[src/rtl/dft_pkg.sv]
// Shared DFT constants and the dump-sink FSM state type.
package dft_pkg;

    localparam int DFT_WORD_W         = 32;
    localparam int DFT_CHAIN_LEN      = 64;
    localparam int DFT_WORDS_PER_DUMP = DFT_CHAIN_LEN / DFT_WORD_W;

    typedef enum logic [1:0] {
        IDLE,
        DRAIN,
        ACK,
        WAIT_LOW
    } sink_state_t;

endpackage

[src/rtl/dft_sink_fifo.sv]
// Registered FIFO of {last, data} entries with an in-place "mark tail as last" port.
// The parent guarantees push_i is only raised when not full or when popping in the same cycle.
module dft_sink_fifo #(
    parameter int WORD_W = 32,
    parameter int DEPTH  = 4
) (
    input  logic                     clk,
    input  logic                     reset,
    input  logic                     push_i,
    input  logic [WORD_W-1:0]        wdata_i,
    input  logic                     wlast_i,
    input  logic                     pop_i,
    input  logic                     mark_last_i,
    output logic [WORD_W-1:0]        rdata_o,
    output logic                     rlast_o,
    output logic                     full_o,
    output logic                     empty_o,
    output logic [$clog2(DEPTH):0]   level_o
);

    localparam int AW = $clog2(DEPTH);

    logic [AW:0]     wr_ptr_q, wr_ptr_d;
    logic [AW:0]     rd_ptr_q, rd_ptr_d;
    logic [WORD_W:0] mem_q [DEPTH];
    logic [AW-1:0]   tail_idx;

    // Extra pointer MSB distinguishes full from empty when the index bits match.
    assign full_o   = (wr_ptr_q[AW] != rd_ptr_q[AW]) && (wr_ptr_q[AW-1:0] == rd_ptr_q[AW-1:0]);
    assign empty_o  = (wr_ptr_q == rd_ptr_q);
    assign level_o  = wr_ptr_q - rd_ptr_q;
    assign tail_idx = wr_ptr_q[AW-1:0] - AW'(1);

    assign wr_ptr_d = push_i ? wr_ptr_q + (AW+1)'(1) : wr_ptr_q;
    assign rd_ptr_d = pop_i  ? rd_ptr_q + (AW+1)'(1) : rd_ptr_q;

    assign rdata_o = mem_q[rd_ptr_q[AW-1:0]][WORD_W-1:0];
    assign rlast_o = mem_q[rd_ptr_q[AW-1:0]][WORD_W];

    always_ff @(posedge clk or negedge reset) begin
        if (!reset) begin
            wr_ptr_q <= '0;
            rd_ptr_q <= '0;
        end else begin
            wr_ptr_q <= wr_ptr_d;
            rd_ptr_q <= rd_ptr_d;
        end
    end

    // Storage needs no reset: the head is only observed while the FIFO is non-empty.
    always_ff @(posedge clk) begin
        if (mark_last_i && !empty_o) begin
            mem_q[tail_idx][WORD_W] <= 1'b1;
        end
        if (push_i) begin
            mem_q[wr_ptr_q[AW-1:0]] <= {wlast_i, wdata_i};
        end
    end

endmodule

[src/rtl/dft_dump_sink.sv]
// Buffers DFT scan-dump words for the host and closes the commit handshake
// only once the whole dump has been drained.
module dft_dump_sink
    import dft_pkg::*;
#(
    parameter int WORD_W         = DFT_WORD_W,
    parameter int WORDS_PER_DUMP = DFT_WORDS_PER_DUMP,
    parameter int FIFO_DEPTH     = 4
) (
    input  logic              clk,
    input  logic              reset,
    input  logic [WORD_W-1:0] dft_out,
    input  logic              dft_out_strobe,
    input  logic              dft_op_commit,
    output logic              dft_commit_ack,
    output logic              rd_valid,
    input  logic              rd_ready,
    output logic [WORD_W-1:0] rd_data,
    output logic              rd_last,
    output logic              overflow,
    output logic              short_dump,
    input  logic              clr_flags
);

    localparam int AW = $clog2(FIFO_DEPTH);
    localparam int CW = $clog2(WORDS_PER_DUMP + 1);
    localparam logic [CW-1:0] CNT_FULL = CW'(WORDS_PER_DUMP);

    sink_state_t       state_q, state_d;
    logic [CW-1:0]     cnt_q, cnt_d, cnt_base;
    logic              overflow_q, overflow_d;
    logic              short_q, short_d;
    logic              ack_c;

    logic              fifo_full, fifo_empty;
    logic [AW:0]       level, level_next;
    logic [WORD_W-1:0] head_data;
    logic              head_last;
    logic              push, pop, drop;
    logic              cnt_inc, push_last, commit_fire, is_short, mark_last, drain_done;

    assign pop        = !fifo_empty && rd_ready;
    assign push       = dft_out_strobe && (!fifo_full || pop);
    assign drop       = dft_out_strobe && fifo_full && !pop;
    assign level_next = level + (AW+1)'(push) - (AW+1)'(pop);
    assign drain_done = (level_next == '0);

    // The push of this cycle is counted before the short-dump check, so a
    // commit arriving with the final word is not reported as short.
    always_comb begin
        cnt_base    = (state_q == ACK) ? '0 : cnt_q;
        cnt_inc     = push && (cnt_base != CNT_FULL);
        cnt_d       = cnt_inc ? cnt_base + CW'(1) : cnt_base;
        push_last   = cnt_inc && (cnt_d == CNT_FULL);
        commit_fire = (state_q == IDLE) && dft_op_commit;
        is_short    = commit_fire && (cnt_d != CNT_FULL);
        mark_last   = is_short && !push;
    end

    always_comb begin
        state_d = state_q;
        ack_c   = 1'b0;
        unique case (state_q)
            IDLE:     if (commit_fire)    state_d = DRAIN;
            DRAIN:    if (drain_done)     state_d = ACK;
            ACK: begin
                ack_c   = 1'b1;
                state_d = WAIT_LOW;
            end
            WAIT_LOW: if (!dft_op_commit) state_d = IDLE;
            default:                      state_d = IDLE;
        endcase
    end

    // Sticky flags: a set event in the same cycle beats clr_flags.
    always_comb begin
        overflow_d = drop     ? 1'b1 : (clr_flags ? 1'b0 : overflow_q);
        short_d    = is_short ? 1'b1 : (clr_flags ? 1'b0 : short_q);
    end

    always_ff @(posedge clk or negedge reset) begin
        if (!reset) begin
            state_q    <= IDLE;
            cnt_q      <= '0;
            overflow_q <= 1'b0;
            short_q    <= 1'b0;
        end else begin
            state_q    <= state_d;
            cnt_q      <= cnt_d;
            overflow_q <= overflow_d;
            short_q    <= short_d;
        end
    end

    dft_sink_fifo #(
        .WORD_W (WORD_W),
        .DEPTH  (FIFO_DEPTH)
    ) u_fifo (
        .clk         (clk),
        .reset       (reset),
        .push_i      (push),
        .wdata_i     (dft_out),
        .wlast_i     (push_last || is_short),
        .pop_i       (pop),
        .mark_last_i (mark_last),
        .rdata_o     (head_data),
        .rlast_o     (head_last),
        .full_o      (fifo_full),
        .empty_o     (fifo_empty),
        .level_o     (level)
    );

    // Head is gated so every output reads 0 while reset holds the FIFO empty.
    assign rd_valid       = !fifo_empty;
    assign rd_data        = rd_valid ? head_data : '0;
    assign rd_last        = rd_valid && head_last;
    assign dft_commit_ack = ack_c;
    assign overflow       = overflow_q;
    assign short_dump     = short_q;

endmodule

[config.mk]
export PLATFORM = sky130hd
export DESIGN_NAME = dft_dump_sink
export DESIGN_NICKNAME = d
export VERILOG_FILES = /design/src/rtl/dft_pkg.sv /design/src/rtl/dft_sink_fifo.sv /design/src/rtl/dft_dump_sink.sv
export SDC_FILE = /design/constraint.sdc
export NUM_CORES = 1
export LEC_CHECK = 0
export CAP_MARGIN = 10
export CORE_MARGIN = 2
export CORE_UTILIZATION = 50
export DETAILED_ROUTE_END_ITERATION = 6
export GPL_TIMING_DRIVEN = 0
export PLACE_DENSITY = 0.73
export SLEW_MARGIN = 20
export SYNTH_ARGS = -nofsm -noshare
export SYNTH_HDL_FRONTEND = slang
export SYNTH_SLANG_ARGS = --single-unit
[constraint.sdc]
create_clock -name clk -period 11.6 [get_ports clk]
set_input_delay 1.74 -clock clk [delete_from_list [all_inputs] [get_ports clk]]
set_output_delay 1.74 -clock clk [all_outputs]
set_load 0.01 [all_outputs]
[Yosys cells after proc, flatten, opt, wreduce, memory -nomap -nowiden]
Memories as Yosys holds them, arrays and structs flattened.
Index checks and enable logic that the tools add are counted.
Operators by class
  bitwise logic cells: 0
  multipliers: 0
  eq/ne operators: 12
  muxes and demuxes: 18
  shifts and indexed selects: 0
  reduce and logical (&&, ||, !) cells: 24
  magnitude comparators: 0
  $add $sub $neg: 7
  div/mod/pow operators: 0
Operators by type and width (count)
  $mux W33: 1
  $reduce_or A33 Y1: 1
  $mux W32: 1
  $mux W2: 7
  $logic_and A1 B1 Y1: 12
  $ne A2 B2 Y1 const B: 5
  $mux W1: 8
  $pmux W2 S4: 1
  $add A3 B1 Y3 const B: 2
  $eq A2 B2 Y1 const B: 3
  $logic_not A1 Y1: 4
  $reduce_bool A2 Y1: 2
  $add A3 B1 Y3: 1
  $eq A3 B3 Y1: 1
  $logic_not A3 Y1: 1
  $reduce_and A3 Y1: 1
  $sub A3 B1 Y3: 1
  $sub A3 B3 Y3: 1
  $add A2 B1 Y2 const B: 1
  $eq A2 B1 Y1 const B: 1
  $eq A2 B2 Y1: 1
  $logic_not A2 Y1: 1
  $logic_or A1 B1 Y1: 2
  $sub A2 B1 Y2 const B: 1
  $ne A1 B1 Y1: 1
Storage, ports and cells
  bits in read-only memories: 0
  output and inout port bits: 37
  bits in registers: 12
  memories kept: 1
  word-level logic and storage cells: 68
  latch bits: 0
  bits of input ports: 38
  memory bits (writable): 132
Memory list
  u_fifo.mem_q: depth 4, width 33, read ports 1, clocked after Yosys merged registers in 0, wr ports 1, line dft_sink_fifo.sv:25  | logic [WORD_W:0] mem_q [DEPTH];

[Longest topological paths before layout]
  depth in word-level cells: 14
  gate-level depth with buffers: 14
  depth with buffers taken out: 12

[By module]
From an unflattened synthesis, not the netlist that was laid out.
Second synthesis, totals
  cells, all modules: 317
  area total of the unflattened synthesis: 5984.5 um2
Modules (own cells, without submodules)
  dft_sink_fifo: area an instance 5256.3 um2, cells each 225, times used 1, sequential area each 4073.9 um2
  dft_dump_sink: area an instance 728.2 um2, cells each 92, times used 1, sequential area each 150.1 um2

[Worst setup path before layout]
OpenSTA, ideal clock, no wires.
  path kind: input-to-reg
  from: in rd_ready
  to: mem u_fifo.mem_q[0][32] (netlist name), enable pin
  slack: 6.501 ns
  required time: 11.295 ns
  stages: 3
  library setup time: 0.305 ns
  data arrival time: 4.794 ns
  path buffers: 0
  path through: o41a_1 -> nor3b_1 -> o21bai_1
Between the ends
  word-level cells in the longest chain between the ends: 12
  elaborated cells between the ends (all ways): 17
  those cells by class: 1 x eq/ne; 7 x mux; 9 x reduce/logical
RTL lines
  from (decl): line dft_dump_sink.sv:17  | input logic rd_ready,
  $logic_and A1 B1 Y1 *: line dft_dump_sink.sv:42  | assign pop = !fifo_empty && rd_ready;
  $logic_or A1 B1 Y1 *: line dft_dump_sink.sv:43  | assign push = dft_out_strobe && (!fifo_full || pop);
  $logic_and A1 B1 Y1 *: line dft_dump_sink.sv:43
  $logic_and A1 B1 Y1: line dft_dump_sink.sv:52  | cnt_inc = push && (cnt_base != CNT_FULL);
  $mux W2: line dft_dump_sink.sv:53  | cnt_d = cnt_inc ? cnt_base + CW'(1) : cnt_base;
  $ne A2 B2 Y1: line dft_dump_sink.sv:56  | is_short = commit_fire && (cnt_d != CNT_FULL);
  $logic_and A1 B1 Y1: line dft_dump_sink.sv:56
  $logic_and A1 B1 Y1: line dft_dump_sink.sv:57  | mark_last = is_short && !push;
  $logic_and A1 B1 Y1: line dft_sink_fifo.sv:52  | if (mark_last_i && !empty_o) begin
  $mux W1: line dft_sink_fifo.sv:52
  $mux W1 (not written as such): line dft_sink_fifo.sv:53  | mem_q[tail_idx][WORD_W] <= 1'b1;
  $mux W2 (no source line)
  to (decl): line dft_sink_fifo.sv:25
Every way passes the cells marked *; elsewhere a longest branch is shown, timed or not.

[Worst setup path in the final report]
  from: in rd_ready
  to: reg state_q[1]
Between the ends
  word-level cells in the longest chain between the ends: 8
RTL lines
  $logic_and A1 B1 Y1: line dft_dump_sink.sv:42
  $logic_or A1 B1 Y1: line dft_dump_sink.sv:43
  $logic_and A1 B1 Y1: line dft_dump_sink.sv:43
  named net push: line dft_dump_sink.sv:39  | logic push, pop, drop;
  $add A3 B1 Y3: line dft_dump_sink.sv:45  | assign level_next = level + (AW+1)'(push) - (AW+1)'(pop);
  $sub A3 B1 Y3: line dft_dump_sink.sv:45
  $logic_not A3 Y1: line dft_dump_sink.sv:46  | assign drain_done = (level_next == '0);
  $ne A2 B2 Y1 (no source line)
  $reduce_and A3 Y1 (no source line)
  to (signal assigned): line dft_dump_sink.sv:88  | state_q <= state_d;
  to (decl): line dft_dump_sink.sv:29  | sink_state_t state_q, state_d;
The timed path passes the listed nets, and every way through them passes these cells.
A chain may end at the register's enable or synchronous reset.

==> parameters.txt <==
Parameter                              Value

Logic synthesis
  Sequential fraction of the synthesis area ... 69.6%
  Prevailing post-synth register cell ... sky130_fd_sc_hd__edfxtp_1
  Post-synthesis cell area ... 0.00613 mm^2
  Avg Cell Area, Syn ... 17.9 um^2
  Dominant cell type by area after synthesis ... sky130_fd_sc_hd__edfxtp_1
  Number of distinct library cells after synthesis ... 40
  Fraction of registers with async set or reset after synthesis ... 8.33%
  Net count after synthesis ... 392
  Mapped Cells ... 342
  Warnings from Yosys ... 0
  #FFs+latches synth ... 144
  Largest cells by area after synthesis ... sky130_fd_sc_hd__edfxtp_1 (65%), sky130_fd_sc_hd__mux4_2 (12%), sky130_fd_sc_hd__and2_1 (6.7%)
  Number of flops mapped to enable cells by yosys ... 132
  Most common library cells after synthesis ... sky130_fd_sc_hd__edfxtp_1 (132), sky130_fd_sc_hd__and2_1 (66), sky130_fd_sc_hd__mux4_2 (33)
  Library cell with the highest instance count after synthesis ... sky130_fd_sc_hd__edfxtp_1
  Synth top area share ... 64.7%

Die
  Floorplan die area ... 0.0132 mm^2
  Die Height ... 115 um
  Std-Cell Rows ... 40
  Core Area ... 0.0120 mm^2
  Initial Util ... 51.0%
  Chip Width ... 115 um
  Io pins ... 75

STA
  Maximum clock skew at final layout ... 6.07 ps
  Number of max-slew violations in the final report ... 0
  Slew of the pin with the lowest slew margin ... 629 ps
  Setup total negative slack ... 0 ps
  Hold Vio Cnt, Final ... 0
  Hold Slack ... 495 ps
  Portion of the clock cycle consumed by the worst path in the final layout ... 43.4%
  Max-Slew Margin vs Limit ... 58.1%
  Fmax ... 199 MHz
  Final setup violation count ... 0
  Final Critical Period ... 5030 ps
  RSZ-0062 raised after global routing ... no

Pwr
  Clock share of power ... 22.0%
  Internal power of the cells ... 1.56 mW
  P_sw ... 702 uW
  Relative contribution of combinational cells to total power ... 44.3%
  Total power divided by cell area ... 293 mW/mm^2
  Share of total power in sequential cells ... 33.8%
  Switching Share ... 31.1%
  Leakage dissipation ... 2.69 nW
  Peak VDD IR ... 147 uV

Clocking
  Sinks on the clock net ... 144
  Clk Latency, worst-skew pair ... 410 ps
  Register clock-pin slew on the reported worst setup and hold paths ... 50 ps
  Buffer type at the clock tree root ... sky130_fd_sc_hd__clkbuf_16
  CTS tree ... built
  Maximum count of clock buffers along a single path ... 2
  Post-cts repair resize count ... 0
  Post-CTS Setup Bufs ... 0
  Inserted Clock Buffers ... 17
  Post-CTS Hold Buffers ... 0
  Number of H-tree branching levels ... 4

Route
  Via density per instance ... 5.41
  Overall via count from detail_route ... 3258
  Overall routed net length ... 11500 um
  Post-DRT Antenna Nets ... 0
  Average wire per standard cell ... 19.2 um
  Initial drt markers ... 187
  Number of detailed-routing iterations run before antenna repair ... 4
  Post-route DRC violation count ... 0

Min path
  Worst hold stages ... 1
  Min-Delay Path Class ... flip-flop to flip-flop

Cells and area
  Count of fill cells added during filler insertion ... 908
  Summed area of non-filler cells in the final layout ... 0.00772 mm^2
  Share of post-route cells with drive strength above 1 ... 17.4%
  Area overhead of the layout relative to synthesis ... 25.9%
  Total number of nets in the final design ... 493
  # diodes ... 0

Status
  Result of the run ... finished, final reports clean

Setup path
  Setup Crit Path Kind ... primary input to flip-flop
  Worst Setup End Kind ... flip-flop
  Cells on worst reg2reg path ... 12
  Worst Path Arrival ... 5380 ps
  Critical Path Fanout Max ... 10
  Data required, critical path ... 11950 ps
  Cell with the largest stage delay on the worst path ... sky130_fd_sc_hd__or4b_2
  Cell chain of the critical path ... clkdlybuf4s50_1, o41a_1, clkbuf_1, fa_1, inv_1, fa_1, inv_1, ha_1, or2_2, or4b_2, nand3_1
  Kind of start point of the critical path ... primary input
  Max incr delay on CP ... 620 ps

Run
  Number of maximum-capacitance constraint violations ... 0

Global route
  Grt total ovfl ... 0
  First-pass GRT wire length ... 18100 um
  Vias in the first global route ... 3551
  Global-route total usage across every layer ... 19.0%
  Largest net degree at the start of global routing ... 30
  Number of antenna violations at the first check in global routing ... 0

Placement
  Post-DP Area ... 0.00718 mm^2
  Detailed placer's ending HPWL ... 7620 um
  Number of input and output port buffers inserted ... 74
  Placer's final routability congestion estimate ... 0.723
[worst paths after layout]
path	start	end	slack [ps]
setup / recovery	rd_ready	state_q[1]	6570
hold / removal	u_fifo.wr_ptr_q[2]	u_fifo.wr_ptr_q[2]	490
setup reg to reg	u_fifo.rd_ptr_q[1]	state_q[1]	7660
hold reg to reg	u_fifo.wr_ptr_q[2]	u_fifo.wr_ptr_q[2]	490
max in group asynchronous	reset	u_fifo.rd_ptr_q[1]	9500
min in group asynchronous	reset	state_q[0]	1710
[flip-flops by register name, summed over array words and instances, names as in the netlist]
register,count
u_fifo.rd_ptr_q,3
overflow,1
state_q,2
cnt_q,2
u_fifo.mem_q,132
u_fifo.wr_ptr_q,3
short_dump,1
[kinds of logic (layout without fill, tap and decap cells)]
logic type,after synthesis,in the layout,synth area share (%)
adder cells (fa/ha/maj),12,12,2.70
AO/OA/AOI/OAI,13,13,1.80
flip-flops,144,144,69.6
multiplexers,36,36,12.7
buffers and inverters,27,140,1.84
XOR/XNOR,10,10,1.43
AND/OR/NAND/NOR,100,100,10.0
[metrics by stage]
step / std cells / total power, mW / setup WS [ps] / util, %
detailed placement: 571 / 1.78 / 6130 / 59.8
global route: 602 / 2.39 / 6420 / 64.3
finish: 602 / 2.26 / 6570 / 64.3
CTS: 602 / 2.29 / 6570 / 64.3
global placement: 563 / 1.73 / 3790 / 58.7
floorplan: 342 / 1.35 / 6500 / -
[worst max-delay path, delay by kind of cell]
family                   cells  cell delay (ps)
AO/OA/AOI/OAI                1              600
adder cells (fa/ha/maj)      3             1080
AND/OR/NAND/NOR              3             1020
buffers and inverters        4              940
[cells in the final DEF, fill, tap and decap left out, types with 2 or more instances in the layout]
| master | Yosys | routed |
|---|---|---|
| sky130_fd_sc_hd__or3b_2 | 2 | 2 |
| sky130_fd_sc_hd__nand2b_1 | 4 | 4 |
| sky130_fd_sc_hd__nand2_1 | 8 | 8 |
| sky130_fd_sc_hd__o21ai_0 | 2 | 2 |
| sky130_fd_sc_hd__inv_1 | 10 | 9 |
| sky130_fd_sc_hd__nand3_1 | 5 | 5 |
| sky130_fd_sc_hd__xnor2_1 | 5 | 5 |
| sky130_fd_sc_hd__clkinv_1 | 0 | 6 |
| sky130_fd_sc_hd__fa_1 | 2 | 2 |
| sky130_fd_sc_hd__mux2_2 | 2 | 2 |
| sky130_fd_sc_hd__and3_1 | 3 | 2 |
| sky130_fd_sc_hd__buf_4 | 2 | 6 |
| sky130_fd_sc_hd__and2_1 | 66 | 66 |
| sky130_fd_sc_hd__buf_16 | 0 | 2 |
| sky130_fd_sc_hd__o21bai_1 | 2 | 2 |
| sky130_fd_sc_hd__buf_2 | 3 | 3 |
| sky130_fd_sc_hd__edfxtp_1 | 132 | 132 |
| sky130_fd_sc_hd__clkdlybuf4s50_1 | 0 | 74 |
| sky130_fd_sc_hd__mux4_2 | 33 | 33 |
| sky130_fd_sc_hd__bufinv_16 | 0 | 2 |
| sky130_fd_sc_hd__clkbuf_1 | 12 | 16 |
| sky130_fd_sc_hd__ha_1 | 10 | 10 |
| sky130_fd_sc_hd__clkbuf_16 | 0 | 17 |
| sky130_fd_sc_hd__dfrtp_1 | 12 | 12 |
| sky130_fd_sc_hd__xor2_1 | 5 | 5 |
[power by group through the flow]
stage	Clock (mW)	Sequential, mW	Combinational [mW]
2_1_floorplan	0	0.763	0.587
3_3_place_gp	0	0.772	0.960
3_5_place_dp	0	0.773	1.01
4_1_cts	0.505	0.764	1.02
5_1_grt	0.525	0.774	1.09
6_report	0.497	0.763	1.00
[layout make-up]
| type | count | area, um^2 | area share [%] |
|---|---|---|---|
| Buffer | 17 | 75.1 | 0.973 |
| Clock buffer | 21 | 440 | 5.71 |
| Clock inverter | 10 | 95.1 | 1.23 |
| Inverter | 10 | 37.5 | 0.486 |
| Multi-Input combinational cell | 171 | 1770 | 22.9 |
| Sequential cell | 144 | 4260 | 55.2 |
| Tap cell | 147 | 184 | 2.38 |
| Timing Repair Buffer | 82 | 857 | 11.1 |
[per-layer routing]
| layer | routed length [um] | vias up | GRT usage (%) | share of wire [%] |
|---|---|---|---|---|
| met1 | 4860 | 1647 | 23.6 | 42 |
| met4 | 173 | 0 | 7.07 | 1.5 |
| li1 | - | 1510 | - | - |
| met2 | 6050 | 86 | 32.6 | 52 |
| met5 | 0 | - | 0 | 0 |
| met3 | 465 | 15 | 4.61 | 4.0 |
Note: power is estimated with default switching activity, not from simulation.
